[src/rtl/ball_motion_ctrl.sv]
// ball_motion_ctrl: once per video frame, advances the ball position by the
// programmed velocity, bounces it off the screen edges and pushes X/Y to the
// display block as two bus writes (address 3, then address 4).
// Optional build macro BALL_MOTION_GRAVITY_EN adds a per-frame VY increment.
module ball_motion_ctrl #(
  parameter int unsigned X_MAX   = 1152,
  parameter int unsigned Y_MAX   = 416,
  parameter int unsigned X_RESET = 100,
  parameter int unsigned Y_RESET = 100,
  parameter int unsigned GRAVITY = 1
) (
  input  logic        clk,
  input  logic        reset_n,
  input  logic        cfg_write,
  input  logic [2:0]  cfg_address,
  input  logic [15:0] cfg_writedata,
  output logic [15:0] cfg_readdata,
  input  logic        vs_n,
  output logic        m_chipselect,
  output logic        m_write,
  output logic [2:0]  m_address,
  output logic [15:0] m_writedata,
  input  logic        m_waitrequest,
  output logic        busy
);

  typedef enum logic [1:0] {IDLE, CALC, WR_X, WR_Y} state_t;

  localparam logic signed [12:0] X_LIM = 13'(X_MAX);
  localparam logic signed [12:0] Y_LIM = 13'(Y_MAX);

  state_t            state;
  logic signed [7:0] vx, vy, vx_nxt, vy_nxt;
  logic [10:0]       x, x_nxt;
  logic [9:0]        y, y_nxt;
  logic              run, ovr, push, vs_q, tick;
  logic signed [12:0] sx, sy;
  logic              unused_bits;
`ifdef BALL_MOTION_GRAVITY_EN
  logic signed [8:0] vy_g;
`endif

  assign unused_bits = ^{cfg_writedata[15:11], 32'(GRAVITY)};
  assign tick        = vs_q & ~vs_n;
  assign busy        = (state != IDLE);

  function automatic logic signed [7:0] neg_sat(input logic signed [7:0] v);
    return (v == 8'sh80) ? 8'sd127 : -v;
  endfunction

  // Frame tick detection: remember the previous VS level.
  always_ff @(posedge clk or negedge reset_n) begin
    if (!reset_n) vs_q <= 1'b1;
    else          vs_q <= vs_n;
  end

  // Next position/velocity: bounce arithmetic in CALC, then cfg writes override.
  always_comb begin
    x_nxt  = x;
    y_nxt  = y;
    vx_nxt = vx;
    vy_nxt = vy;
    sx     = $signed({2'b00, x}) + 13'(vx);
    sy     = $signed({3'b000, y}) + 13'(vy);
`ifdef BALL_MOTION_GRAVITY_EN
    vy_g   = '0;
`endif
    if (state == CALC) begin
      if (sx < 0) begin
        x_nxt  = '0;
        vx_nxt = neg_sat(vx);
      end else if (sx > X_LIM) begin
        x_nxt  = 11'(X_MAX);
        vx_nxt = neg_sat(vx);
      end else begin
        x_nxt  = sx[10:0];
      end
      if (sy < 0) begin
        y_nxt  = '0;
        vy_nxt = neg_sat(vy);
      end else if (sy > Y_LIM) begin
        y_nxt  = 10'(Y_MAX);
        vy_nxt = neg_sat(vy);
      end else begin
        y_nxt  = sy[9:0];
      end
`ifdef BALL_MOTION_GRAVITY_EN
      vy_g   = $signed({vy_nxt[7], vy_nxt}) + $signed({1'b0, 8'(GRAVITY)});
      vy_nxt = (vy_g > 9'sd127) ? 8'sd127 : vy_g[7:0];
`endif
    end
    if (cfg_write) begin
      case (cfg_address)
        3'd0:    vx_nxt = cfg_writedata[7:0];
        3'd1:    vy_nxt = cfg_writedata[7:0];
        3'd2:    x_nxt  = cfg_writedata[10:0];
        3'd3:    y_nxt  = cfg_writedata[9:0];
        default: ;
      endcase
    end
  end

  // Slave read mux.
  always_comb begin
    case (cfg_address)
      3'd0:    cfg_readdata = {{8{vx[7]}}, vx};
      3'd1:    cfg_readdata = {{8{vy[7]}}, vy};
      3'd2:    cfg_readdata = {5'b0, x};
      3'd3:    cfg_readdata = {6'b0, y};
      3'd4:    cfg_readdata = {13'b0, ovr, busy, run};
      default: cfg_readdata = '0;
    endcase
  end

  // Control registers, sequencing FSM and registered master outputs.
  // Write data is loaded from the next-value nets so it matches what X/Y hold
  // while the write is driven, and stays frozen during a stall.
  always_ff @(posedge clk or negedge reset_n) begin
    if (!reset_n) begin
      x            <= 11'(X_RESET);
      y            <= 10'(Y_RESET);
      vx           <= '0;
      vy           <= '0;
      run          <= 1'b0;
      ovr          <= 1'b0;
      push         <= 1'b0;
      state        <= IDLE;
      m_chipselect <= 1'b0;
      m_write      <= 1'b0;
      m_address    <= '0;
      m_writedata  <= '0;
    end else begin
      x  <= x_nxt;
      y  <= y_nxt;
      vx <= vx_nxt;
      vy <= vy_nxt;
      if (cfg_write && cfg_address == 3'd4) begin
        run <= cfg_writedata[0];
        if (cfg_writedata[1]) ovr <= 1'b0;
      end
      if (tick && state != IDLE) ovr <= 1'b1;
      if (state == WR_Y && !m_waitrequest) push <= 1'b0;
      if (cfg_write && (cfg_address == 3'd2 || cfg_address == 3'd3)) push <= 1'b1;
      case (state)
        IDLE: begin
          if (tick && run) begin
            state <= CALC;
          end else if (tick && push) begin
            state        <= WR_X;
            m_chipselect <= 1'b1;
            m_write      <= 1'b1;
            m_address    <= 3'd3;
            m_writedata  <= {5'b0, x_nxt};
          end
        end
        CALC: begin
          state        <= WR_X;
          m_chipselect <= 1'b1;
          m_write      <= 1'b1;
          m_address    <= 3'd3;
          m_writedata  <= {5'b0, x_nxt};
        end
        WR_X: begin
          if (!m_waitrequest) begin
            state       <= WR_Y;
            m_address   <= 3'd4;
            m_writedata <= {6'b0, y_nxt};
          end
        end
        WR_Y: begin
          if (!m_waitrequest) begin
            state        <= IDLE;
            m_chipselect <= 1'b0;
            m_write      <= 1'b0;
            m_address    <= '0;
            m_writedata  <= '0;
          end
        end
        default: state <= IDLE;
      endcase
    end
  end

endmodule
[config.mk]
export PLATFORM = sky130hd
export DESIGN_NAME = ball_motion_ctrl
export DESIGN_NICKNAME = d
export VERILOG_FILES = /design/src/rtl/ball_motion_ctrl.sv
export SDC_FILE = /design/constraint.sdc
export NUM_CORES = 1
export LEC_CHECK = 0
export BUFFER_PORTS_ARGS = -buffer_cell sky130_fd_sc_hd__buf_4
export CORE_ASPECT_RATIO = 1.4
export CORE_MARGIN = 2
export CORE_UTILIZATION = 38
export CTS_CLUSTER_SIZE = 12
export DETAILED_ROUTE_END_ITERATION = 7
export GPL_TIMING_DRIVEN = 0
export SETUP_SLACK_MARGIN = 0.4
export SYNTH_ARGS = -nofsm -noshare
export SYNTH_HDL_FRONTEND = slang
export SYNTH_SLANG_ARGS = --single-unit
[constraint.sdc]
create_clock -name clk -period 3.98 [get_ports clk]
set_input_delay 0.398 -clock clk [delete_from_list [all_inputs] [get_ports clk]]
set_output_delay 0.398 -clock clk [all_outputs]
set_load 0.02 [all_outputs]
==> results.sh, run 1 <==
export IMPL_status="completed"
export IMPL_path_class="reg2reg"
export IMPL_post_dp_hpwl_um=12300
export IMPL_cp_slowest_stage_delay_ns=0.40
export IMPL_syn_area_um2=4870
export IMPL_die_area_um2=13800
export IMPL_startpoint_type="flip-flop"
export IMPL_crit_path_end_kind="flip-flop"
export IMPL_worstRegToRegCells=12
export IMPL_synth_xor_area_share_pct=2.70
export IMPL_fill_cells=1238
export IMPL_clkTransAtPathRegs_ns=0.06
export IMPL_dr_total_vias=4864
export IMPL_yosysWarningCount=0
export IMPL_met3WireLength_um=675
export IMPL_met1_length_um=6580
export IMPL_ant_nets=0
export IMPL_clock_skew_final_ns=0.00487
export IMPL_grt_usage_pct=23.0
export IMPL_cp_cell_sequence="ha_2 -> inv_1 -> fa_1 -> nand2b_1 -> a211oi_4 -> o2111a_1 -> nor2_1 -> o311a_4 -> o31ai_4 -> clkbuf_4 -> a21oi_1 -> o31a_1"
export IMPL_fin_hold_ws_ns=0.141
export IMPL_cts_root_buffer="clkbuf_16"
export IMPL_ys_top_cells_by_area="dfrtp_1 26%, ha_1 7.4%, o21ai_0 4.7%"
export IMPL_worst_r2r_startpoint="vx[0]"
export IMPL_area_delta_synth_final_pct=20.4
export IMPL_drt_first_iter_violations=311
export IMPL_max_slew_worst_pin_slew_ns=0.787
export IMPL_top_layer="met4"
export IMPL_p_comb_share_pct=66.6
export IMPL_start_util_pct=39.2
export IMPL_cts_inserted_buffers=9
export IMPL_power_density_nw_per_um2=1040
export IMPL_grt_antenna_before_repair=0
export IMPL_synthSimpleGateAreaFrac_pct=20.0
export IMPL_power_clock_fraction_pct=14.2
export IMPL_cp_slowest_cell="dfrtp_1"
export IMPL_wl_met2_um=8170
export IMPL_synth_edf_count=0
export IMPL_multi_input_area_um2=3200
export IMPL_p_sw_share_pct=50.7
export IMPL_die_x_um=99.7
export IMPL_avgSynthCellArea_um2=8.30
export IMPL_synth_top_family_by_area="compound AO/OA/AOI/OAI gates"
export IMPL_grt_pass1_vias=4677
export IMPL_yosys_top_cells_count="53 x nand2_1, 50 x dfrtp_1, 46 x o21ai_0"
export IMPL_cell_internal_pwr_mw=3.00
export IMPL_netSwitchingPower_mw=3.09
export IMPL_final_setup_tns_ns=0
export IMPL_path_buf_inv=2
export IMPL_synth_compound_area_share_pct=29.2
export IMPL_worstSetupStartpoint="vx[0]"
export IMPL_cts_tree="built"
export IMPL_min_period_ns=3.41
export IMPL_layout_drive_gt1_share_pct=18.2
export IMPL_row_count=48
export IMPL_worst_ep_required_time_ns=4.19
export IMPL_synth_cell_type_count=73
export IMPL_synth_adder_area_share_pct=8.27
export IMPL_slew_viol_final=0
export IMPL_critical_path_max_fanout=10
export IMPL_r2r_slack_ns=0.57
export IMPL_synth_seq_cells=57
export IMPL_core_area_um2=12400
export IMPL_instances_no_fill=809
export IMPL_synthArstFlopShare_pct=100
export IMPL_seqCellArea_um2=1440
export IMPL_path_depth=12
export IMPL_ctsHoldBuffers=0
export IMPL_synthMuxAreaShare_pct=3.80
export IMPL_yosysSeqAreaShare_pct=29.5
export IMPL_wl_per_cell_um=19.7
export IMPL_finalSetupViolCount=0
export IMPL_n_antenna_cell=0
export IMPL_synth_most_common_cell="nand2_1"
export IMPL_clock_path_buffers=2
export IMPL_die_h_um=138
export IMPL_fin_nets=709
export IMPL_fmax_ghz=0.293
export IMPL_rsz0062_at_grt="false"
export IMPL_ios=62
export IMPL_cpLargestDelayFamily="compound AO/OA/AOI/OAI gates"
export IMPL_final_area_um2=5870
export IMPL_p_leak_nw=2.64
export IMPL_synthDominantCellAreaShare_pct=25.7
export IMPL_crit_arrival_ns=3.63
export IMPL_cts_sinks=57
export IMPL_grt_first_pass_wirelength_um=24500
export IMPL_grt_max_degree=58
export IMPL_htreeDepth=3
export IMPL_peakVddDrop_v=0.000669
export IMPL_max_cap_violations=0
export IMPL_period_share_pct=85.8
export IMPL_fin_util_pct=47.2
export IMPL_r2r_end="vx[5]"
export IMPL_gr_total_overflow=0
export IMPL_vias_per_cell=6.01
export IMPL_hold_viol=0
export IMPL_dp_cells=791
export IMPL_clk_latency_ns=0.33
export IMPL_place_ws_ns=0.115
export IMPL_synth_area_leader_cell="dfrtp_1"
export IMPL_slew_headroom_pct=47.6
export IMPL_seqPwrFrac_pct=19.1
export IMPL_port_buffers=50
export IMPL_placed_area_um2=5450
export IMPL_drc=0
export IMPL_worst_slack_ns=0.567
export IMPL_min_path_type="in2async"
export IMPL_routabilityCongestion=0.928
export IMPL_power_mw=6.09
export IMPL_synthesis_instances=587
export IMPL_wl_um=16000
export IMPL_synthFlopType="dfrtp_1"
export IMPL_dr_pass1_iters=5
power groups by stage:
stage	Combinational, mW	Sequential (mW)	Clock (mW)
6_report	4.06	1.17	0.867
5_1_grt	4.43	1.19	0.904
4_1_cts	3.98	1.15	0.879
3_5_place_dp	3.87	1.16	0
3_3_place_gp	3.80	1.15	0
2_1_floorplan	2.84	1.11	0
state kept, by name (all words and copies together) (netlist names), 2 cells and up:
signal	count
state	2
vy	8
vx	8
y	10
x	11
m_address	2
m_writedata	11
cells by family (layout without fill, tap and decap cells):
| group | Yosys count | in the layout |
|---|---|---|
| flip-flops | 57 | 57 |
| buffers and inverters | 72 | 140 |
| AO/OA/AOI/OAI | 205 | 205 |
| XOR/XNOR | 15 | 15 |
| other | 1 | 5 |
| adder cells (fa/ha/maj) | 31 | 31 |
| multiplexers | 13 | 13 |
| AND/OR/NAND/NOR | 193 | 193 |
placed cells by master (no fill, tap or decap), types with 5 or more instances in the layout:
| master | netlist | routed |
|---|---|---|
| o21a_1 | 6 | 6 |
| nor2b_1 | 9 | 9 |
| mux2i_1 | 5 | 5 |
| nand2b_1 | 8 | 8 |
| nor2_1 | 44 | 43 |
| a31oi_1 | 12 | 12 |
| conb_1 | 1 | 5 |
| a211oi_1 | 7 | 6 |
| clkbuf_1 | 20 | 19 |
| o22ai_1 | 7 | 7 |
| o31ai_1 | 10 | 8 |
| a21oi_1 | 35 | 34 |
| and2_1 | 5 | 5 |
| clkbuf_16 | 0 | 9 |
| xor2_1 | 8 | 8 |
| nor3_1 | 12 | 12 |
| xnor2_1 | 7 | 7 |
| o211ai_1 | 12 | 12 |
| a211o_1 | 8 | 8 |
| buf_4 | 11 | 62 |
| o21ai_0 | 46 | 46 |
| a22oi_1 | 9 | 9 |
| inv_1 | 37 | 37 |
| dfstp_2 | 7 | 7 |
| o31a_1 | 6 | 6 |
| nand3_1 | 19 | 19 |
| and3_1 | 13 | 13 |
| ha_1 | 29 | 28 |
| a21o_1 | 9 | 9 |
| dfrtp_1 | 50 | 50 |
| nand2_1 | 53 | 53 |
layout make-up:
cell class | count | share of cell area (%)
clock buffers | 10 | 4.07
plain buffers | 35 | 3.07
inverters | 37 | 2.37
multi-input cells | 462 | 54.6
flip-flops and latches | 57 | 24.5
well taps | 150 | 3.20
clock inverters | 6 | 1.54
repair buffers | 52 | 6.72
metal layers:
| metal | up-vias | global-route usage (%) |
|---|---|---|
| li1 | 2323 | - |
| met1 | 2344 | 28.3 |
| met2 | 165 | 40.1 |
| met3 | 32 | 2.97 |
| met4 | 0 | 10.3 |
| met5 | - | 0 |
repair_timing:
item,CTS,global route
cloned,0,0
pin swaps,1,3
gates resized for setup,6,8
setup buffers,1,1
endpoints found under the setup margin,17,17
worst max path at each step:
stage,to
2_1_floorplan,vx[5]
3_3_place_gp,vx[5]
3_5_place_dp,vx[5]
4_1_cts,m_writedata[4]
5_1_grt,m_writedata[1]
6_report,vx[5]
No activity file was read; power rests on OpenSTA's default activity.
==> run 2, diff against run 1 <==
BUFFER_PORTS_ARGS = -buffer_cell sky130_fd_sc_hd__buf_2   (was -buffer_cell sky130_fd_sc_hd__buf_4)
==> results.sh, run 2 (same netlist as run 1, synthesis figures left out) <==
export IMPL_status="completed"
export IMPL_wl_um=16000
export IMPL_fin_nets=712
export IMPL_crit_arrival_ns=3.69
export IMPL_worstRegToRegCells=12
export IMPL_final_area_um2=5730
export IMPL_final_setup_tns_ns=0
export IMPL_finalSetupViolCount=0
export IMPL_p_leak_nw=2.61
export IMPL_power_mw=6.00
export IMPL_core_area_um2=12400
export IMPL_clk_latency_ns=0.34
export IMPL_cpLargestDelayFamily="compound AO/OA/AOI/OAI gates"
export IMPL_drt_first_iter_violations=305
export IMPL_period_share_pct=85.8
export IMPL_ant_nets=0
export IMPL_fmax_ghz=0.293
export IMPL_area_delta_synth_final_pct=17.5
export IMPL_grt_antenna_before_repair=0
export IMPL_ctsHoldBuffers=0
export IMPL_instances_no_fill=812
export IMPL_drc=0
export IMPL_crit_path_end_kind="flip-flop"
export IMPL_peakVddDrop_v=0.000534
export IMPL_layout_common_cells="53 x nand2_1, 51 x buf_2, 50 x dfrtp_1"
export IMPL_grt_pass1_vias=4735
export IMPL_cts_tree="built"
export IMPL_fill_cells=1242
export IMPL_dp_cells=791
export IMPL_worst_slack_ns=0.566
export IMPL_max_slew_worst_pin_slew_ns=0.783
export IMPL_startpoint_type="flip-flop"
export IMPL_top_regs="m_writedata x11, x x11, y x10"
export IMPL_place_ws_ns=0.173
export IMPL_die_x_um=99.7
export IMPL_min_period_ns=3.41
export IMPL_cts_inserted_buffers=9
export IMPL_routabilityCongestion=0.932
export IMPL_power_density_nw_per_um2=1050
export IMPL_die_h_um=138
export IMPL_final_common_cell="nand2_1"
export IMPL_placed_area_um2=5330
export IMPL_grt_max_degree=58
export IMPL_htreeDepth=3
export IMPL_dr_pass1_iters=5
export IMPL_wl_per_cell_um=19.8
export IMPL_worst_r2r_startpoint="x[0]"
export IMPL_path_depth=12
export IMPL_slew_viol_final=0
export IMPL_path_class="reg2reg"
export IMPL_clock_skew_final_ns=0.00647
export IMPL_clkTransAtPathRegs_ns=0.06
export IMPL_port_buffers=50
export IMPL_start_util_pct=39.2
export IMPL_cp_slowest_cell="or4_1"
export IMPL_ios=62
export IMPL_top_layer="met4"
export IMPL_path_buf_inv=2
export IMPL_r2r_slack_ns=0.57
export IMPL_critical_path_max_fanout=9
export IMPL_die_area_um2=13800
export IMPL_cts_sinks=57
export IMPL_cp_slowest_stage_delay_ns=0.46
export IMPL_row_count=48
export IMPL_grt_usage_pct=23.5
export IMPL_n_antenna_cell=0
export IMPL_worst_ep_required_time_ns=4.26
export IMPL_slew_headroom_pct=47.8
export IMPL_gr_total_overflow=0
export IMPL_grt_first_pass_wirelength_um=25000
export IMPL_clock_path_buffers=2
export IMPL_cts_root_buffer="clkbuf_16"
export IMPL_wl_met2_um=8500
export IMPL_dr_total_vias=4947
export IMPL_rsz0062_at_grt="false"
export IMPL_r2r_end="m_writedata[0]"
export IMPL_met3WireLength_um=679
export IMPL_vias_per_cell=6.09
export IMPL_min_path_type="in2async"
export IMPL_hold_viol=0
export IMPL_cp_cell_sequence="ha_2 -> inv_1 -> fa_1 -> nand2b_1 -> a211oi_4 -> o2111a_1 -> nor2_1 -> o311a_4 -> or4_1 -> buf_2 -> nor2_2 -> a221o_1"
export IMPL_met1_length_um=6490
export IMPL_max_cap_violations=0
export IMPL_post_dp_hpwl_um=12300
export IMPL_layout_drive_gt1_share_pct=18.4
run 2: cell types whose count changed in the layout (fill, tap and decap cells not counted), sizes merged:
| cell | change |
|---|---|
| buf | +4 |
| bufinv | -1 |
| clkbuf | -1 |
| clkinvlp | +1 |
run 2: repair_timing:
item / in CTS / in global routing
endpoints found under the setup margin: 13 / 20
setup buffers: 2 / 3
pin swaps: 1 / 3
gates resized for setup: 4 / 11
gates cloned: 0 / 0
run 2: final cells by class:
class | count | area, um2 | share of cell area [%]
plain buffers | 35 | 181 | 3.17
inverters | 37 | 139 | 2.43
clock buffers | 10 | 229 | 4.00
flip-flops and latches | 57 | 1440 | 25.1
repair buffers | 55 | 290 | 5.07
multi-input cells | 462 | 3200 | 55.8
clock inverters | 6 | 67.6 | 1.18
well taps | 150 | 188 | 3.28
run 2: through the flow:
step / hold slack [ns] / util [%]
floorplan: 0.102 / -
detailed placement: 0.470 / 42.8
global placement: 0.465 / 42.8
CTS: 0.163 / 45.5
global route: 0.164 / 46.1
finish: 0.111 / 46.1
run 2: power by group:
part           internal (mW)  switching, mW  total, mW
sequential             0.858          0.294       1.15
clock                  0.487          0.308      0.794
combinational           1.54           2.51       4.05
total                   2.89           3.11       6.00
run 2: worst max-delay path by stage:
| stage | start | to |
|---|---|---|
| floorplan | vx[0] | vx[5] |
| global placement | vx[0] | vx[5] |
| detailed placement | vx[0] | vx[5] |
| CTS | vy[0] | m_writedata[1] |
| global route | x[0] | m_writedata[3] |
| finish | x[0] | m_writedata[0] |
run 2: per-layer routing:
metal	track usage [%]	up-vias
li1	-	2336
met1	28.0	2410
met2	42.4	174
met3	3.43	27
met4	8.98	0
met5	0	-
